### src/rtl/ps2_num_entry_pkg.sv
// Shared constants for the PS2 number-entry block: scancodes, FSM states, MMIO map.
// Latency: n/a (declarations only).
// Backpressure: n/a.
package ps2_num_entry_pkg;

  // PS2 set-2 make codes for the control keys
  localparam logic [7:0] SC_ENTER = 8'h5A;
  localparam logic [7:0] SC_BKSP  = 8'h66;
  localparam logic [7:0] SC_ESC   = 8'h76;

  // Number Buffer MMIO window read by the CPU
  localparam logic [31:0] NUM_BUF_ADDR   = 32'h5000_0000;
  localparam logic [31:0] NUM_VALID_ADDR = 32'h5000_0004;

  typedef enum logic [1:0] {
    ST_IDLE    = 2'd0,
    ST_CONVERT = 2'd1,
    ST_HOLD    = 2'd2
  } state_t;

  // acc*10 + d, built from shifts so no multiplier is inferred
  function automatic logic [31:0] mul10_add(input logic [31:0] acc, input logic [3:0] d);
    return (acc << 3) + (acc << 1) + {28'd0, d};
  endfunction

endpackage

### src/rtl/ps2_digit_decode.sv
// Maps a PS2 set-2 make code to a decimal digit (main row and keypad).
// Latency: combinational.
// Backpressure: none.
module ps2_digit_decode (
  input  logic [7:0] i_scancode,
  output logic       o_is_digit,
  output logic [3:0] o_digit
);

  // Table lookup; anything not a digit key reports is_digit=0
  always_comb begin
    o_is_digit = 1'b1;
    o_digit    = 4'd0;
    case (i_scancode)
      8'h45, 8'h70: o_digit = 4'd0;
      8'h16, 8'h69: o_digit = 4'd1;
      8'h1E, 8'h72: o_digit = 4'd2;
      8'h26, 8'h7A: o_digit = 4'd3;
      8'h25, 8'h6B: o_digit = 4'd4;
      8'h2E, 8'h73: o_digit = 4'd5;
      8'h36, 8'h74: o_digit = 4'd6;
      8'h3D, 8'h6C: o_digit = 4'd7;
      8'h3E, 8'h75: o_digit = 4'd8;
      8'h46, 8'h7D: o_digit = 4'd9;
      default:      o_is_digit = 1'b0;
    endcase
  end

endmodule

### src/rtl/ps2_num_entry.sv
// PS2 digit keystrokes -> BCD entry stack -> 32-bit binary value with valid flag.
// Latency: Enter edge to num_valid_out high is digit_count+1 cycles.
// Backpressure: value is held in HOLD until num_ack; keys are dropped while busy or holding.
module ps2_num_entry
  import ps2_num_entry_pkg::*;
#(
  parameter int MAX_DIGITS = 8,
  parameter int CNT_W      = 4
) (
  input  logic                    clk,
  input  logic                    rst,
  input  logic [7:0]              ps2_scancode_in,
  input  logic                    ps2_key_pressed_in,
  input  logic                    num_ack,
  output logic [31:0]             num_buffer_out,
  output logic                    num_valid_out,
  output logic [4*MAX_DIGITS-1:0] digits_bcd_out,
  output logic [CNT_W-1:0]        digit_count_out,
  output logic                    busy_out
);

  localparam int BCD_W = 4 * MAX_DIGITS;

  // More than 9 digits could overflow the 32-bit accumulator
  if (MAX_DIGITS < 1 || MAX_DIGITS > 9) begin : g_bad_max_digits
    $error("ps2_num_entry: MAX_DIGITS must be in 1..9");
  end
  if ((1 << CNT_W) <= MAX_DIGITS) begin : g_bad_cnt_w
    $error("ps2_num_entry: CNT_W too narrow for MAX_DIGITS");
  end

  state_t             r_state, w_next;
  logic               r_key_prev;
  logic               w_key_evt;
  logic               w_is_digit;
  logic [3:0]         w_digit;
  logic [BCD_W-1:0]   r_bcd;
  logic [CNT_W-1:0]   r_cnt;
  // r_left = digits still to fold in; the digit used is index r_left-1.
  // Reaching 0 leaves one extra cycle to commit, giving count+1 latency.
  logic [CNT_W-1:0]   r_left;
  logic [31:0]        r_acc;
  logic [31:0]        r_buf;
  logic [3:0]         w_sel_digit;
  logic               w_take, w_bksp, w_esc, w_start, w_step, w_commit, w_clear;
  logic               w_busy, w_valid;

  ps2_digit_decode u_decode (
    .i_scancode (ps2_scancode_in),
    .o_is_digit (w_is_digit),
    .o_digit    (w_digit)
  );

  // Remember last key level so only the press edge counts as an event
  always_ff @(posedge clk or negedge rst) begin
    if (!rst) r_key_prev <= 1'b0;
    else      r_key_prev <= ps2_key_pressed_in;
  end

  assign w_key_evt = ps2_key_pressed_in & ~r_key_prev;

  // FSM state register
  always_ff @(posedge clk or negedge rst) begin
    if (!rst) r_state <= ST_IDLE;
    else      r_state <= w_next;
  end

  // FSM next-state logic
  always_comb begin
    w_next = r_state;
    case (r_state)
      ST_IDLE:    if (w_start) w_next = ST_CONVERT;
      ST_CONVERT: if (r_left == '0) w_next = ST_HOLD;
      ST_HOLD:    if (num_ack) w_next = ST_IDLE;
      default:    w_next = ST_IDLE;
    endcase
  end

  // FSM outputs: one datapath strobe per action; keys only act in IDLE
  always_comb begin
    w_take   = 1'b0;
    w_bksp   = 1'b0;
    w_esc    = 1'b0;
    w_start  = 1'b0;
    w_step   = 1'b0;
    w_commit = 1'b0;
    w_clear  = 1'b0;
    w_busy   = 1'b0;
    w_valid  = 1'b0;
    case (r_state)
      ST_IDLE: begin
        if (w_key_evt) begin
          if (w_is_digit)                                  w_take  = (r_cnt < CNT_W'(MAX_DIGITS));
          else if (ps2_scancode_in == SC_BKSP)             w_bksp  = (r_cnt != '0);
          else if (ps2_scancode_in == SC_ESC)              w_esc   = 1'b1;
          else if (ps2_scancode_in == SC_ENTER)            w_start = (r_cnt != '0);
        end
      end
      ST_CONVERT: begin
        w_busy   = 1'b1;
        w_step   = (r_left != '0);
        w_commit = (r_left == '0);
      end
      ST_HOLD: begin
        w_valid = 1'b1;
        w_clear = num_ack;
      end
      default: ;
    endcase
  end

  // Pick the digit being folded in this CONVERT cycle
  always_comb begin
    w_sel_digit = 4'd0;
    for (int i = 0; i < MAX_DIGITS; i++) begin
      if (r_left == CNT_W'(i + 1)) w_sel_digit = r_bcd[4*i +: 4];
    end
  end

  // BCD entry stack and digit count
  always_ff @(posedge clk or negedge rst) begin
    if (!rst) begin
      r_bcd <= '0;
      r_cnt <= '0;
    end else if (w_take) begin
      r_bcd <= {r_bcd[BCD_W-5:0], w_digit};
      r_cnt <= r_cnt + CNT_W'(1);
    end else if (w_bksp) begin
      r_bcd <= {4'd0, r_bcd[BCD_W-1:4]};
      r_cnt <= r_cnt - CNT_W'(1);
    end else if (w_esc || w_clear) begin
      r_bcd <= '0;
      r_cnt <= '0;
    end
  end

  // BCD-to-binary accumulator, most significant digit first
  always_ff @(posedge clk or negedge rst) begin
    if (!rst) begin
      r_acc  <= '0;
      r_left <= '0;
    end else if (w_start) begin
      r_acc  <= '0;
      r_left <= r_cnt;
    end else if (w_step) begin
      r_acc  <= mul10_add(r_acc, w_sel_digit);
      r_left <= r_left - CNT_W'(1);
    end
  end

  // Committed value; only written once conversion completes, cleared on ack
  always_ff @(posedge clk or negedge rst) begin
    if (!rst)          r_buf <= '0;
    else if (w_commit) r_buf <= r_acc;
    else if (w_clear)  r_buf <= '0;
  end

  assign num_buffer_out  = r_buf;
  assign num_valid_out   = w_valid;
  assign busy_out        = w_busy;
  assign digits_bcd_out  = r_bcd;
  assign digit_count_out = r_cnt;

endmodule

### config.mk
export PLATFORM = sky130hd
export DESIGN_NAME = ps2_num_entry
export DESIGN_NICKNAME = d
export VERILOG_FILES = /design/src/rtl/ps2_num_entry_pkg.sv /design/src/rtl/ps2_digit_decode.sv /design/src/rtl/ps2_num_entry.sv
export SDC_FILE = /design/constraint.sdc
export NUM_CORES = 1
export LEC_CHECK = 0
export ABC_AREA = 1
export CORE_MARGIN = 3
export CORE_UTILIZATION = 38
export DETAILED_ROUTE_END_ITERATION = 16
export MAX_ROUTING_LAYER = met4
export PLACE_DENSITY = 0.57
export SLEW_MARGIN = 20
export SYNTH_ARGS = -nofsm -noshare
export SYNTH_HDL_FRONTEND = slang
export SYNTH_SLANG_ARGS = --single-unit
### constraint.sdc
create_clock -name clk -period 3.9 [get_ports clk]
set_input_delay 0.39 -clock clk [delete_from_list [all_inputs] [get_ports clk]]
set_output_delay 0.39 -clock clk [all_outputs]
set_load 0.05 [all_outputs]
* Yosys cells after proc, flatten, opt, wreduce, memory -nomap -nowiden
Index checks and enable logic that the tools add are counted.
** Storage, ports and cells
- Flip-flop bits (word level) :: 107
- Bits of input ports :: 12
- Output and inout port bits :: 70
- Word-level logic and storage cells :: 119
** Operators by class
- Add/subtract/negate cells :: 5
- $lt $le $gt $ge :: 1
- Eq/ne operators :: 36
- Mux-type cells :: 49
- Bitwise operators :: 2
- Reduce and logical (&&, ||, !) cells :: 19
** Operators with widths (count)
- 32-bit 2-to-1 mux :: 7
- 8-bit by 7-bit equality test with 1-bit output (second input constant) :: 15
- 4-bit 2-to-1 mux :: 13
- 8-bit by 6-bit equality test with 1-bit output (second input constant) :: 6
- 4-bit one-hot mux with 9 select lines :: 1
- 32-bit adder :: 1
- 32-bit by 4-bit adder with 32-bit output :: 1
- 1-bit 2-to-1 mux :: 24
- 20-bit OR reduction :: 1
- 2-bit OR reduction :: 9
- 4-bit by 3-bit equality test with 1-bit output (second input constant) :: 4
- 8-bit by 5-bit equality test with 1-bit output (second input constant) :: 2
- 4-bit by 2-bit equality test with 1-bit output (second input constant) :: 2
- 4-bit nonzero test :: 2
- 4-bit by 1-bit subtractor with 4-bit output (second input constant) :: 2
- 2-bit 2-to-1 mux :: 3
- 2-bit != test (second input constant) :: 3
- 2-bit one-hot mux with 3 select lines :: 1
- 4-bit by 1-bit adder with 4-bit output (second input constant) :: 1
- 4-bit by 1-bit equality test with 1-bit output (second input constant) :: 1
- 4-bit equality test (second input constant) :: 1
- 4-bit zero test :: 1
- 4-bit < comparator (second input constant) :: 1
- 2-bit nonzero test :: 2
- 8 further kinds :: 8

* Logic depth before layout (Yosys ltp)
- Depth after elaboration :: 12
- Depth in mapped cells :: 26
- Gate-level depth less buffers :: 26

* Hierarchy
From an unflattened synthesis, not the netlist that was laid out.
** Unflattened totals
- Cell total of the unflattened synthesis :: 1164
- Area total of the unflattened synthesis :: 8121.5 sq um
** Modules (own cells, without submodules)
- ps2_num_entry :: times used 1, cells each 1068, area each 7708.6 sq um, sequential area each 2677.6 sq um
- ps2_digit_decode :: times used 1, cells each 96, area each 412.9 sq um, sequential area each 0.0 sq um

* Worst setup path after synthesis
OpenSTA, ideal clock, no wires.
- Kind :: flip-flop to flip-flop
- Start point :: register r_left[1]
- End point :: register r_acc[20]
- Setup time :: 126 ps
- Arrival time :: 3335 ps
- Data required time :: 3774 ps
- Slack :: 439 ps
- Cell stages (with the launch flop) :: 20
- Path buffers :: 0
- Period minus slack after synthesis :: 3461 ps
- Cell sequence :: dfrtp_1 -> inv_1 -> ha_1 -> nand3_1 -> or2_2 -> nand3_1 -> nand2_1 -> a21boi_0 -> fa_1 -> fa_1 -> o21ai_0 -> nand2_1 -> nand2_1 -> nand2_1 -> nand2_1 -> nand2_1 -> nand2_1 -> nand2_1 -> nand3_1 -> o21ai_0
** On the way
- Word-level cells in the longest chain between the ends :: 12
- Elaborated cells between the ends (all ways) :: 22
- Those cells by class :: add/sub (1); eq/ne (8); mux (11); reduce/logical (2)
** Ends and longest elaborated chain
- start, declared :: RTL line ps2_num_entry.sv:41 : logic [CNT_W-1:0] r_left;
- start signal, assigned :: RTL line ps2_num_entry.sv:144 : r_left <= r_cnt;
- start signal, assigned :: RTL line ps2_num_entry.sv:147 : r_left <= r_left - CNT_W'(1);
- 4-bit by 1-bit equality test with 1-bit output :: RTL line ps2_num_entry.sv:116 : if (r_left == CNT_W'(i + 1)) w_sel_digit = r_bcd[4*i +: 4];
- 4-bit 2-to-1 mux (8 in a row) :: RTL line ps2_num_entry.sv:116
- 32-bit by 4-bit adder with 32-bit output :: RTL line ps2_num_entry_pkg.sv:23 : return (acc << 3) + (acc << 1) + {28'd0, d};
- 32-bit 2-to-1 mux :: RTL line ps2_num_entry.sv:145 : end else if (w_step) begin
- 32-bit 2-to-1 mux :: RTL line ps2_num_entry.sv:142 : end else if (w_start) begin
- end signal, assigned :: RTL line ps2_num_entry.sv:146 : r_acc <= mul10_add(r_acc, w_sel_digit);
- end, declared :: RTL line ps2_num_entry.sv:42 : logic [31:0] r_acc;
Parallel ways exist; a longest one is shown, timed or not. The select of a mux whose other input is x is not followed.
A chain may end at the register's enable or synchronous reset.

* Worst setup path after layout
- Start point :: register r_left[1]
- End point :: register r_acc[31]
Same word-level chain as after synthesis.

==> reports/metrics.cfg <==
[clock_tree]
cts_buffer_depth=2
htreeDepth=3
cts-hold-fix-buffers=0
clock-root-buffer=clkbuf_16
cts_buffers=9
clk_latency_ns=0.36
clock_sinks=107
cts_tree=done
clk_pin_slew_ns=0.08

[power]
ir_drop_uv=340
p_leak_nw=4.78
power_density_nw_per_um2=776

[logic_synthesis]
synthCells=1119
yosysUniqueCellTypes=33
ys_seq_area_share_pct=34.4
syn_nets=1198
synth_top_family_by_area=simple AND/OR/NAND/NOR gates
synthAdderAreaFrac_pct=11.0
synth-xor-area-share_pct=1.69
synth_area_um2=7770
synth.ff_latch_count=107
yosys.area_share.simple_pct=34.4
synth_mux_area_share_pct=0
synth_compound_area_share_pct=8.77
ys_warn_count=0
syn_area_per_cell_um2=6.95

[status]
status=complete, no violations

[cells_and_area]
drive_gt1_share_pct=5.55
fill_cells=2055
antenna_cells=0
nets=1264
stdcell_count=1454
areaGrowthSynthToFinish_pct=17.7

[grt]
grt_pass1_wl_um=36600
grt_usage_pct=20.9
grt_max_degree=66
grt_pass1_vias=7025
grt_overflow=0
antenna_found_initial=0

[floorplanning]
ios=82
fp.dieW_um=149
fp-row-count=51
die_y_um=149
design.core.area_um2=19800
fp.dieArea_um2=22200
start_util_pct=39.3

[placed_design]
dp.cells=1439
place_congestion=0.875
port-buffer-count=81
dp_hpwl_um=16600

[sta]
setup_violations=0
drv_slew=0
period_minus_slack_ns=3.55
post-route-period-util_pct=91.1
fmaxAchievable_mhz=281
final.setup.tns_ns=0
finalHoldViolCount=0
fin_worst_skew_ns=0.0152
worstMarginPinSlew_ns=0.846
relSlewSlack_pct=43.6

[drt]
viasPerCell=5.09
wl_um=22100
wire_per_inst_um=15.2
drtAntennaViolNets=0
via_count=7408
drc=0
firstDrtPassIters=4
drt_iter0_drc=412

[critical_path]
end_kind=register
path_class=register to register
start_kind=register
critPathRequiredTime_ns=4.15
cp_max_fo=4
crit_arrival_ns=3.81

[min_path]
hold_path_class=input port to async pin

[flow_run]
drv_cap=0

## power by group
part | internal, mW | total (mW) | switching (mW)
combinational | 1.72 | 4.76 | 3.04
sequential | 1.27 | 1.45 | 0.184
clock | 0.434 | 0.889 | 0.456
## flip-flops by register name, indices dropped and copies added (netlist names)
signal	flops
digit_count_out	4
r_state	2
digits_bcd_out	32
r_left	4
r_acc	32
num_buffer_out	32
r_key_prev	1
## Yosys cell counts (all sizes together)
cell,number,area (um2)
or2,6,37.5
nor4,2,12.5
nor2,80,325
a21oi,39,195
xnor2,9,78.8
nand4,49,307
xor2,6,52.6
a21boi,1,7.51
nand3,112,561
a21o,3,22.5
inv,153,574
o22ai,13,81.3
o21a,3,22.5
o31ai,1,7.51
fa,2,40.0
nand3b,8,60.1
dfrtp,107,2680
o221ai,3,26.3
buf,20,111
o21ai,63,319
nand2,344,1310
ha,65,813
clkbuf,19,71.3
nor3,11,60.1
## metal layers
metal  routed length (um)  share of wire, %  up-vias  GRT usage, %
met5                    0                 0        -             -
li1                     -                 -     3787             -
met1                10100                46     3473          26.9
met2                11000                50      133          35.4
met4                  284               1.3        0          5.40
met3                  803               3.6       15          2.16
## metrics by stage
stage / utilization (%) / instance area, um2 / total power [mW] / hold WS, ns / setup slack [ns]
floorplan: - / 7770 / 4.96 / 0.0944 / 0.439
global placement: 44.7 / 8840 / 6.16 / 0.475 / 0.114
detailed placement: 44.7 / 8840 / 6.16 / 0.480 / 0.0494
CTS: 46.0 / 9110 / 7.08 / 0.162 / 0.0383
global route: 46.3 / 9150 / 7.89 / 0.183 / -0.0229
finish: 46.3 / 9150 / 7.11 / 0.121 / 0.348
## placed cells by master (no fill, tap or decap), types with 13 or more instances in the layout
master           netlist  layout
nand2_1              338     335
inv_1                147     145
nand3_1              112     110
dfrtp_1              107     107
clkdlybuf4s50_1        0      80
nor2_1                76      74
ha_1                  65      63
o21ai_0               62      61
nand4_1               49      49
a21oi_1               39      38
buf_4                  0      14
o22ai_1               13      13
## worst max-delay path, stage by stage, from the launching register on
cell and delay (ns):
dfrtp_1 0.41, inv_1 0.11, ha_2 0.23, inv_1 0.08, nor2_4 0.14, nand3_1 0.08
nand2_1 0.06, nand2_1 0.04, nand4_1 0.06, nand3_1 0.09, nand2_1 0.09, a21boi_2 0.07
fa_1 0.59, inv_1 0.06, ha_1 0.27, nand3_1 0.06, nand2_1 0.13, nand3_1 0.08
nand2_1 0.19, nand2_1 0.07, nand2_1 0.16, nand2_1 0.12, nand2_1 0.08, nand2_1 0.05
nand3_1 0.06, nand2_1 0.06
## timing repair
| action | in CTS | in global routing |
|---|---|---|
| endpoints found under the hold margin | 0 | 0 |
| endpoints found under the setup margin | 0 | 19 |
| setup buffers | 0 | 0 |
| gates resized for setup | 0 | 17 |
## cell type report
cell class                      count  area [um2]  share of cell area (%)
Inverter                          153         574                    6.27
Clock buffer                       10         229                    2.50
Timing Repair Buffer               94         906                    9.90
Multi-Input combinational cell    820        4400                    48.0
Tap cell                          265         332                    3.62
Sequential cell                   107        2680                    29.3
Clock inverter                      5        38.8                   0.424
## cells by family after synthesis
family,count (synthesis)
compound gates,126
buf+inv,192
flops,107
xor+xnor,15
fa+ha+maj,67
simple gates,612
## path summary, 6_finish.rpt
path                                       start                        endpoint  slack, ns  cells past startpoint
max                        r_left[1]$_DFFE_PN0P_           r_acc[31]$_DFFE_PN0P_       0.35                     25
max reg2reg                r_left[1]$_DFFE_PN0P_           r_acc[31]$_DFFE_PN0P_       0.35                     25
max in group asynchronous                    rst  num_buffer_out[22]$_DFFE_PN0P_       2.93                      2
min in group clk           r_acc[31]$_DFFE_PN0P_           r_acc[31]$_DFFE_PN0P_       0.49                      2
min                                          rst  digit_count_out[2]$_DFFE_PN0P_       0.12                      1
min reg2reg                r_acc[31]$_DFFE_PN0P_           r_acc[31]$_DFFE_PN0P_       0.49                      2
Note: power is estimated with default switching activity, not from simulation.
